<file path="config.mk">
export PLATFORM = sky130hd
export DESIGN_NAME = memory_access_stage
export DESIGN_NICKNAME = d
export VERILOG_FILES = /design/src/rtl/memory_access_stage.sv
export SDC_FILE = /design/constraint.sdc
export NUM_CORES = 1
export LEC_CHECK = 0
export ABC_AREA = 1
export CAP_MARGIN = 0
export CORE_UTILIZATION = 40
export DETAILED_ROUTE_END_ITERATION = 10
export PLACE_DENSITY_LB_ADDON = 0.12
export SLEW_MARGIN = 15
export SYNTH_ARGS = -nofsm -noshare
export SYNTH_HDL_FRONTEND = slang
export SYNTH_SLANG_ARGS = --single-unit
</file>
<file path="constraint.sdc">
create_clock -name clk -period 2.3 [get_ports clk]
set_clock_uncertainty 0.2 [all_clocks]
set_input_delay 0.46 -clock clk [delete_from_list [all_inputs] [get_ports clk]]
set_output_delay 0.46 -clock clk [all_outputs]
set_load 0.005 [all_outputs]
</file>
<file path="src/rtl/memory_access_stage.sv">
// MEM pipeline stage: one req/ack data-memory transaction per load/store, with lane alignment and load extension.
// Optional build macro MEM_MISALIGN_TRAP_EN traps misaligned accesses instead of issuing them.
module memory_access_stage #(
    parameter int ADDR_WIDTH     = 64,
    parameter int TIMEOUT_CYCLES = 255
) (
    input  logic                  clk,
    input  logic                  reset,
    input  logic                  mem_enable,
    input  logic [6:0]            mem_opcode,
    input  logic [2:0]            mem_funct3,
    input  logic [63:0]           alu_result,
    input  logic [63:0]           store_data,
    output logic                  dmem_req,
    output logic                  dmem_we,
    output logic [ADDR_WIDTH-1:0] dmem_addr,
    output logic [63:0]           dmem_wdata,
    output logic [7:0]            dmem_wstrb,
    input  logic                  dmem_ack,
    input  logic [63:0]           dmem_rdata,
    output logic [63:0]           loaded_data,
    output logic                  mem_done,
    output logic                  mem_timeout
`ifdef MEM_MISALIGN_TRAP_EN
    ,
    output logic                  misalign_fault
`endif
);

    localparam logic [6:0] OP_LOAD     = 7'b0000011;
    localparam logic [6:0] OP_STORE    = 7'b0100011;
    localparam logic [7:0] TIMEOUT_MAX = 8'(TIMEOUT_CYCLES);

    typedef enum logic [1:0] {
        IDLE = 2'd0,
        REQ  = 2'd1,
        DONE = 2'd2
    } state_t;

    function automatic logic [7:0] lane_strobe(input logic [2:0] f3, input logic [2:0] off);
        logic [7:0] mask;
        case (f3[1:0])
            2'b00:   mask = 8'h01;
            2'b01:   mask = 8'h03;
            2'b10:   mask = 8'h0F;
            default: mask = 8'hFF;
        endcase
        // Shifting in 8 bits drops strobes that would spill into the next word.
        return mask << off;
    endfunction

    function automatic logic misaligned(input logic [2:0] f3, input logic [2:0] off);
        logic [2:0] low_bits;
        case (f3[1:0])
            2'b00:   low_bits = 3'b000;
            2'b01:   low_bits = 3'b001;
            2'b10:   low_bits = 3'b011;
            default: low_bits = 3'b111;
        endcase
        return (off & low_bits) != 3'b000;
    endfunction

    function automatic logic [63:0] extend_load(input logic [2:0] f3, input logic [63:0] word,
                                                input logic [2:0] off);
        logic [63:0] lane;
        lane = word >> {off, 3'b000};
        case (f3)
            3'b000:  extend_load = {{56{lane[7]}}, lane[7:0]};
            3'b001:  extend_load = {{48{lane[15]}}, lane[15:0]};
            3'b010:  extend_load = {{32{lane[31]}}, lane[31:0]};
            3'b100:  extend_load = {56'd0, lane[7:0]};
            3'b101:  extend_load = {48'd0, lane[15:0]};
            3'b110:  extend_load = {32'd0, lane[31:0]};
            default: extend_load = lane;
        endcase
    endfunction

    state_t      state_r;
    logic [7:0]  timeout_cnt_r;
    logic [2:0]  funct3_r;
    logic [2:0]  offset_r;
    logic        abandon_r;

    logic        is_load_s;
    logic        is_store_s;
    logic        trap_s;
    logic [2:0]  offset_s;
    logic [7:0]  wstrb_s;
    logic [63:0] wdata_s;

    // Decode the incoming op and pre-align store lanes.
    always_comb begin
        is_load_s  = (mem_opcode == OP_LOAD);
        is_store_s = (mem_opcode == OP_STORE);
        offset_s   = alu_result[2:0];
        wstrb_s    = lane_strobe(mem_funct3, offset_s);
        wdata_s    = store_data << {offset_s, 3'b000};
`ifdef MEM_MISALIGN_TRAP_EN
        trap_s     = (is_load_s | is_store_s) & misaligned(mem_funct3, offset_s);
`else
        trap_s     = 1'b0;
`endif
    end

    // Stage FSM with all outputs registered.
    always_ff @(posedge clk or negedge reset) begin
        if (!reset) begin
            state_r        <= IDLE;
            timeout_cnt_r  <= 8'd0;
            funct3_r       <= 3'd0;
            offset_r       <= 3'd0;
            abandon_r      <= 1'b0;
            dmem_req       <= 1'b0;
            dmem_we        <= 1'b0;
            dmem_addr      <= '0;
            dmem_wdata     <= 64'd0;
            dmem_wstrb     <= 8'd0;
            loaded_data    <= 64'd0;
            mem_done       <= 1'b0;
            mem_timeout    <= 1'b0;
`ifdef MEM_MISALIGN_TRAP_EN
            misalign_fault <= 1'b0;
`endif
        end else begin
            case (state_r)
                IDLE: begin
                    if (mem_enable) begin
`ifdef MEM_MISALIGN_TRAP_EN
                        misalign_fault <= trap_s;
`endif
                        if ((is_load_s || is_store_s) && !trap_s) begin
                            state_r       <= REQ;
                            dmem_req      <= 1'b1;
                            dmem_we       <= is_store_s;
                            dmem_addr     <= {alu_result[ADDR_WIDTH-1:3], 3'b000};
                            dmem_wdata    <= is_store_s ? wdata_s : 64'd0;
                            dmem_wstrb    <= is_store_s ? wstrb_s : 8'd0;
                            funct3_r      <= mem_funct3;
                            offset_r      <= offset_s;
                            timeout_cnt_r <= 8'd0;
                            abandon_r     <= 1'b0;
                            mem_timeout   <= 1'b0;
                        end else begin
                            state_r  <= DONE;
                            mem_done <= 1'b1;
                        end
                    end else begin
                        state_r <= IDLE;
                    end
                end
                REQ: begin
                    if (dmem_ack || (timeout_cnt_r == TIMEOUT_MAX)) begin
                        state_r    <= DONE;
                        dmem_req   <= 1'b0;
                        dmem_we    <= 1'b0;
                        dmem_wstrb <= 8'd0;
                        // An op abandoned by write-back still finishes, but raises no done.
                        mem_done   <= mem_enable & ~abandon_r;
                        if (dmem_ack) begin
                            if (!dmem_we) begin
                                loaded_data <= extend_load(funct3_r, dmem_rdata, offset_r);
                            end else begin
                                loaded_data <= loaded_data;
                            end
                        end else begin
                            mem_timeout <= 1'b1;
                        end
                    end else begin
                        timeout_cnt_r <= timeout_cnt_r + 8'd1;
                        abandon_r     <= abandon_r | ~mem_enable;
                    end
                end
                DONE: begin
                    if (!mem_enable || !mem_done) begin
                        state_r  <= IDLE;
                        mem_done <= 1'b0;
                    end else begin
                        state_r <= DONE;
                    end
                end
                default: begin
                    state_r  <= IDLE;
                    dmem_req <= 1'b0;
                    mem_done <= 1'b0;
                end
            endcase
        end
    end

endmodule
</file>
=== Word level (Yosys, flattened, before mapping) ===
Index checks and enable logic that the tools add are counted.
Widths: inputs -> output; s select.

* Register bits after elaboration: 218
* Input port bits: 206
* Output and inout port bits: 204

* Add/sub/neg operators: 1
* Eq/ne operators: 19
* Shift operators: 3
* Muxes and demuxes: 36
* Bitwise gates (word level): 6
* Reductions and logical operators: 16

{| class="wikitable"
|+ Operator list
! cell !! count
|-
| $pmux 64 s6 || 1
|-
| $mux 64 || 1
|-
| $shl 64x6->64 || 1
|-
| $shr 64x6->64 || 1
|-
| $mux 8 || 7
|-
| $pmux 8 s2 || 2
|-
| $pmux 8 s3 || 1
|-
| $reduce_and 4->1 || 5
|-
| $mux 1 || 14
|-
| $ne 2x2->1 const B || 7
|-
| $eq 3x3->1 const B || 3
|-
| $add 8x1->8 const B || 1
|-
| $eq 8x8->1 const B || 1
|-
| $mux 2 || 4
|-
| $shl 8x3->8 || 1
|-
| $eq 7x2->1 const B || 1
|-
| $eq 7x6->1 const B || 1
|-
| $pmux 1 s2 || 3
|-
| $pmux 1 s3 || 2
|-
| $pmux 2 s3 || 1
|-
| $reduce_and 5->1 || 1
|-
| $eq 2x1->1 const B || 2
|-
| $eq 2x2->1 const B || 2
|-
| $logic_not 2->1 || 2
|-
| other kinds (10) || 16
|}

=== Logic depth before layout (Yosys ltp) ===
* Depth after elaboration: 7
* Mapped depth: 12
* Mapped depth without buffers: 10

=== Worst setup path after synthesis ===
Ideal clock, no wire load.

* Path type: input-to-reg
* Start: input port mem_opcode[3]
* End: register offset_r[1]
* Library setup time: 137 ps
* Arrival time: 1,414 ps
* Slack: 550 ps
* Stages: 8
* Buffers on the path: 2
* Path through: nor2_2 > nand4_4 > inv_2 > nand3_1 > buf_2 > clkbuf_1 > nand2_1 > o21ai_0

* Cells in the longest elaborated chain, start to end: 3
* Elaborated cells between the ends (all ways): 4
* Those cells by class: eq/ne (2); reduce/logical (2)

{| class="wikitable"
|+ Ends and longest elaborated chain
! item !! RTL line !! RTL
|-
| start: declaration || 10 || <nowiki>input logic [6:0] mem_opcode,</nowiki>
|-
| $eq 7x2->1 / $eq 7x6->1 (equally long branches) || 93, 94 ||
|-
| $logic_or 1x1->1 * || 131 || <nowiki>if ((is_load_s || is_store_s) && !trap_s) begin</nowiki>
|-
| $reduce_and 3->1 (no line) * || -- ||
|-
| end signal: assignment || 139 || <nowiki>offset_r <= offset_s;</nowiki>
|-
| end: declaration || 81 || <nowiki>logic [2:0] offset_r;</nowiki>
|}

Mark *: on every way between the ends. The rest lies on a longest branch, timed or not.
A chain may end at the register's enable or synchronous reset.

=== Worst setup path in the final report ===
* Start: register dmem_wdata[59]
* End: output port dmem_wdata[59]

{| class="wikitable"
|+ RTL lines
! item !! RTL line !! RTL
|-
| start: declaration || 17 || <nowiki>output logic [63:0] dmem_wdata,</nowiki>
|-
| start signal: assignment || 136 || <nowiki>dmem_wdata <= is_store_s ? wdata_s : 64'd0;</nowiki>
|}

No word-level cell between the ends.

==> flow_metrics.env <==
export IMPL_synth_seq_cells=218
export IMPL_tightest_slew_ps=576
export IMPL_critPathLaunchType="flop"
export IMPL_synthArstFlopShare=1.00
export IMPL_start_util=0.408
export IMPL_num_antenna_cells=0
export IMPL_pre_cts_slack_ps=-81.7
export IMPL_final_hold_viol_count=0
export IMPL_grt_pass1_wl_um=67200
export IMPL_ff2ff_path_depth=9
export IMPL_antenna_found_initial=0
export IMPL_synth_edf_count=0
export IMPL_crit_end="dmem_wdata[59]"
export IMPL_synthFlopType="dfrtp_1"
export IMPL_synth_xor_area_share=0.00216
export IMPL_numCtsBuffers=25
export IMPL_seq_area_frac_synth=0.448
export IMPL_grt_overflow=0
export IMPL_dr_pass1_iters=5
export IMPL_fin_area_sq_mm=0.0179
export IMPL_relSlewSlack=0.616
export IMPL_die_area_sq_mm=0.0311
export IMPL_final_cells=2553
export IMPL_synthTopCellsByArea="dfrtp_1 (45%), nand2_1 (23%), o21ai_0 (6.5%), nand3_1 (6.0%), nor2_1 (5.7%)"
export IMPL_cts_sinks=218
export IMPL_power_leakage_nw=8.51
export IMPL_num_io_pins=410
export IMPL_synth_area_mux_share=0.0123
export IMPL_vias=13100
export IMPL_syn_inst=1759
export IMPL_grt_max_degree=129
export IMPL_min_period_ps=2180
export IMPL_clock_path_buffers=3
export IMPL_final_setup_viol_count=0
export IMPL_cpPeakStageDelay_ps=540
export IMPL_max_freq_ghz=0.459
export IMPL_ir_drop_mv=0.539
export IMPL_synth_compound_area_frac=0.106
export IMPL_hpwl_um=32300
export IMPL_grt_usage=0.274
export IMPL_gp_congestion=0.910
export IMPL_drt_initial_drc_count=1281
export IMPL_setup_tns_ps=0
export IMPL_synth_top_family_by_area="simple AND/OR/NAND/NOR gates"
export IMPL_crit_type="flop to output pin"
export IMPL_synth_adder_area_share=0.00103
export IMPL_critical_path_buf_inv_count=1
export IMPL_clock_latency_ps=530
export IMPL_hold_slack_ps=240
export IMPL_slowest_stage="clkdlybuf4s50_1"
export IMPL_finalNetCount=2354
export IMPL_cp_end_kind="output pin"
export IMPL_wl_um=43500
export IMPL_worstPathMaxFanout=2
export IMPL_worstPathCellList="clkdlybuf4s50_1"
export IMPL_rsz0062_at_grt="no"
export IMPL_fill_cells=2726
export IMPL_port_buffers=406
export IMPL_drv_cap=0
export IMPL_cp_depth=1
export IMPL_hp_class="primary input to async pin"
export IMPL_synth_top_cells_by_count="nand2_1 (739), dfrtp_1 (218), nor2_1 (184), o21ai_0 (159), nand3_1 (145)"
export IMPL_cts_setup_buffers=0
export IMPL_drive_gt1_frac=0.0652
export IMPL_yosys_area_share_simple=0.364
export IMPL_ys_warn_count=0
export IMPL_powerDensity_mw_per_mm2=670
export IMPL_r2r_setup_slack_ps=280
export IMPL_clockRootBuffer="clkbuf_16"
export IMPL_drc=0
export IMPL_drv_slew=0
export IMPL_place_area_sq_mm=0.0170
export IMPL_htree_num_levels=1
export IMPL_arrival_ps=1520
export IMPL_via_per_inst=5.15
export IMPL_avgSynthCellArea_sq_um=6.92
export IMPL_crit_required_ps=1640
export IMPL_postRouteAntennaNets=0
export IMPL_yosysTopAreaCell="dfrtp_1"
export IMPL_synth_top_cell_area_share=0.448
export IMPL_syn_to_final_growth_pct=46.7
export IMPL_coreArea_sq_mm=0.0298
export IMPL_grt_pass1_vias=12300
export IMPL_startpoint="dmem_wdata[59]"
export IMPL_synthDistinctLibCells=41
export IMPL_outcome="complete, no violations"
export IMPL_dp_cells=2509
export IMPL_yosysMostFrequentCell="nand2_1"
export IMPL_r2r_start="offset_r[0]"
export IMPL_die_w_um=176
export IMPL_critPathTopFamily="buffers and inverters"
export IMPL_r2r_end="loaded_data[28]"
export IMPL_cts_tree="yes"
export IMPL_synthesis_area_sq_mm=0.0122
export IMPL_die_y_um=176
export IMPL_min_period_over_period=0.947
export IMPL_path_clk_slew_ps=60
export IMPL_rows=63
export IMPL_setup_ws_ps=122
export IMPL_drt_wirelength_per_cell_um=17.0
[power by group]
group / switching (mW) / internal, mW
clock: 1.63 / 2.52
sequential: 0.289 / 4.26
combinational: 1.64 / 1.64
total: 3.55 / 8.42
[cell usage in the layout (no fill, tap or decap), types with 4 or more instances in the layout]
cell,instances
clkdlybuf4s50_1,403
o21ai_0,159
buf_4,46
inv_2,9
o211ai_1,7
inv_1,44
dfrtp_1,217
buf_12,25
bufinv_16,4
clkbuf_16,25
clkbuf_1,7
nor2_1,183
or2_2,5
a31oi_1,10
nand2_1,739
nand3_1,144
mux2i_1,15
a21oi_1,57
o21ai_1,11
or2_1,5
[worst register-to-register path: stages, from the launching register on]
cell and delay, ps:
dfrtp_2 440, inv_4 270, nand2_1 130, nand3_1 110, nand3_1 100, nand2_1 110
nand2_1 100, nand2_2 180, inv_2 130, a21oi_1 180
[how the worst min path moves through the flow]
stage | start | endpoint | slack [ps]
finish | reset | loaded_data[41] | 240
global route | alu_result[63] | dmem_addr[63] | 240
CTS | alu_result[47] | dmem_addr[47] | 230
detailed placement | reset | loaded_data[42] | 200
global placement | reset | loaded_data[42] | 200
floorplan | reset | abandon_r | -40
[area by class of cell]
| cell class | count | area, sq um | share of cell area |
|---|---|---|---|
| repair buffers | 478 | 4910 | 0.275 |
| inverters | 55 | 209 | 0.0117 |
| clock inverters | 9 | 163 | 0.00911 |
| multi-input cells | 1369 | 5950 | 0.333 |
| flip-flops and latches | 218 | 5460 | 0.306 |
| clock buffers | 34 | 679 | 0.0380 |
| well taps | 390 | 488 | 0.0273 |
[per-layer routing]
layer / track usage / vias to the layer above / routed length, um
met1: 0.360 / 6116 / 18000
met5: 0 / - / 0
met3: 0.0336 / 72 / 3000
met2: 0.472 / 572 / 21300
met4: 0.0790 / 0 / 1160
li1: - / 6389 / -
[cells by family (layout without fill, tap and decap cells)]
family | Yosys count | count (layout)
and+or+nand+nor | 1098 | 1098
AOI/OAI and AO/OA | 249 | 249
DFF | 218 | 218
buffers and inverters | 174 | 576
muxes | 15 | 15
xor gates and xnor gates | 3 | 3
adders and majority gates | 1 | 1
other | 1 | 3
[metrics by stage]
step           total power, mW  utilization
2_1_floorplan             5.99            -
3_3_place_gp              7.83        0.571
3_5_place_dp              7.87        0.571
4_1_cts                   12.1        0.599
5_1_grt                   12.6        0.599
6_report                  12.0        0.599
[registers in the layout, summed over array words and instances (netlist names), 2 cells and up]
signal,count
state_r,2
loaded_data,64
timeout_cnt_r,8
offset_r,3
funct3_r,3
dmem_wstrb,8
dmem_wdata,64
dmem_addr,61
[what timing repair did]
action	4_1_cts	5_1_grt
hold buffers	1	0
endpoints found under the hold margin	47	0
resized for setup	0	0
Note: power is estimated with default switching activity, not from simulation.
==> variant (same flow settings) <==
Register the output `mem_timeout` once more, with the module's reset; this adds one clock of latency there. The other outputs are not delayed to match.
--- a/src/rtl/memory_access_stage.sv
+++ b/src/rtl/memory_access_stage.sv
@@ -38,4 +38,6 @@
     } state_t;
 
+    logic mem_timeout_s0;
+
     function automatic logic [7:0] lane_strobe(input logic [2:0] f3, input logic [2:0] off);
         logic [7:0] mask;
@@ -118,5 +120,5 @@
             loaded_data    <= 64'd0;
             mem_done       <= 1'b0;
-            mem_timeout    <= 1'b0;
+            mem_timeout_s0 <= 1'b0;
 `ifdef MEM_MISALIGN_TRAP_EN
             misalign_fault <= 1'b0;
@@ -140,5 +142,5 @@
                             timeout_cnt_r <= 8'd0;
                             abandon_r     <= 1'b0;
-                            mem_timeout   <= 1'b0;
+                            mem_timeout_s0 <= 1'b0;
                         end else begin
                             state_r  <= DONE;
@@ -164,5 +166,5 @@
                             end
                         end else begin
-                            mem_timeout <= 1'b1;
+                            mem_timeout_s0 <= 1'b1;
                         end
                     end else begin
@@ -188,3 +190,11 @@
     end
 
+    always_ff @(posedge clk or negedge reset) begin
+        if (!reset) begin
+            mem_timeout <= '0;
+        end else begin
+            mem_timeout <= mem_timeout_s0;
+        end
+    end
+
 endmodule
Check against the original RTL: not settled (the Yosys comparison gave no result); the edit may change what the design does.
==> variant against the original RTL <==
  * Routed wire length up 1.1%
  * Sequential power hardly changed
  * Largest cell class unchanged
  * Sequential cell count grew 1
  * Worst setup slack got worse by 0.023 ns
  * Area after synthesis up 0.26%
  * Register-to-register slack lost 0.06 ns
  * Cell area increased by 0.77%
  * Maximum frequency decreased by 1.0%
  * Total power grew 1.3%
==> variant: results <==
{
  "reg2regPathDepth": 6,
  "crit_path_start": "dmem_wdata[25]",
  "reg2reg_slack_ns": 0.22,
  "synth_area_per_cell_um2": 6.933,
  "iter_0_drt_violations": 965,
  "layoutNonFillerInstCount": 2560,
  "dp.cells": 2512,
  "cts_made_buffers": 26,
  "cp-endpoint": "dmem_wdata[25]",
  "ys_top_cells_by_count": "739 x sky130_fd_sc_hd__nand2_1, 219 x sky130_fd_sc_hd__dfrtp_1, 184 x sky130_fd_sc_hd__nor2_1, 159 x sky130_fd_sc_hd__o21ai_0, 145 x sky130_fd_sc_hd__nand3_1",
  "placedInstanceArea_um2": 17080,
  "num-nets-final": 2358,
  "final_gp_congestion": 0.9092,
  "number_of_global_route_vias_before_repair": 12740,
  "post-place-ws_ns": -0.02682,
  "cp_data_arrival_time_ns": 1.54,
  "yosys.cell_types.count": 40,
  "wire_length_of_the_first_global_routing_pass_um": 67950,
  "max-vdd-ir-drop_uv": 498.9,
  "synth_top_cells_by_area": "sky130_fd_sc_hd__dfrtp_1 45%, sky130_fd_sc_hd__nand2_1 23%, sky130_fd_sc_hd__o21ai_0 6.5%, sky130_fd_sc_hd__nand3_1 5.9%, sky130_fd_sc_hd__nor2_1 5.7%",
  "slew_headroom": 0.4319,
  "fin_worst_hold_slack_ns": 0.1791,
  "routedWlPerCell_um": 17.16,
  "outcome": "finished, final reports clean",
  "critical_path.reg2reg.endpoint": "loaded_data[40]",
  "post-route-min-period_ns": 2.201,
  "min_path_type": "flop to flop",
  "total_leakage_power_nw": 8.578,
  "grt_max_degree": 68,
  "detailedRoute.firstPassIterationCount": 5,
  "hpwl_um": 33410,
  "post_route_cells_drive_above_1_share": 0.07005,
  "grt_util_all_layers": 0.2769,
  "antenna_cells": 0
}
-- variant: cell count changes after synthesis --
| cell | unedited run | this run |
|---|---|---|
| sky130_fd_sc_hd__buf_6 | 7 | 8 |
| sky130_fd_sc_hd__or2_1 | 5 | 4 |
| sky130_fd_sc_hd__buf_1 | 8 | 10 |
| sky130_fd_sc_hd__or2_2 | 5 | 6 |
| sky130_fd_sc_hd__dfrtp_1 | 218 | 219 |
| sky130_fd_sc_hd__buf_2 | 45 | 44 |
| sky130_fd_sc_hd__clkbuf_1 | 50 | 48 |
| sky130_fd_sc_hd__inv_2 | 9 | 11 |
| sky130_fd_sc_hd__clkinv_1 | 1 | 0 |
| sky130_fd_sc_hd__inv_1 | 44 | 43 |
-- variant: final cells by class --
class                      count  area [um2]
sequential                   219        5482
multi-input combinational   1369        5947
clock buffer                  38       765.7
fill                        2713       11800
inverter                      55       211.5
timing repair buffer         480        4967
clock inverter                 9       133.9
tap                          390       488.0
-- variant: cells by family (layout without fill, tap and decap cells) --
family                     count (synthesis)  after routing  synth area share
AOI/OAI and AO/OA                        249            249            0.1058
buffers and inverters                    174            582           0.06593
muxes                                     15             15           0.01230
adders and majority gates                  1              1          0.001025
other                                      1              3         0.0003073
DFF                                      219            219            0.4491
xor gates and xnor gates                   3              3          0.002154
and+or+nand+nor                         1098           1098            0.3634
-- variant: metal layers --
layer / vias to the layer above / share of wire / GRT usage
li1: 6409 / - / -
met4: 0 / 0.040 / 0.1103
met5: - / 0 / 0
met2: 562 / 0.49 / 0.4739
met1: 6145 / 0.40 / 0.3482
met3: 106 / 0.073 / 0.04403
-- variant: where the power goes --
part | leakage [nW] | internal, mW | switching, mW
logic | 5.23 | 1.64 | 1.62
clock network | 0.442 | 2.64 | 1.67
registers | 2.91 | 4.27 | 0.283
total | 8.58 | 8.55 | 3.57
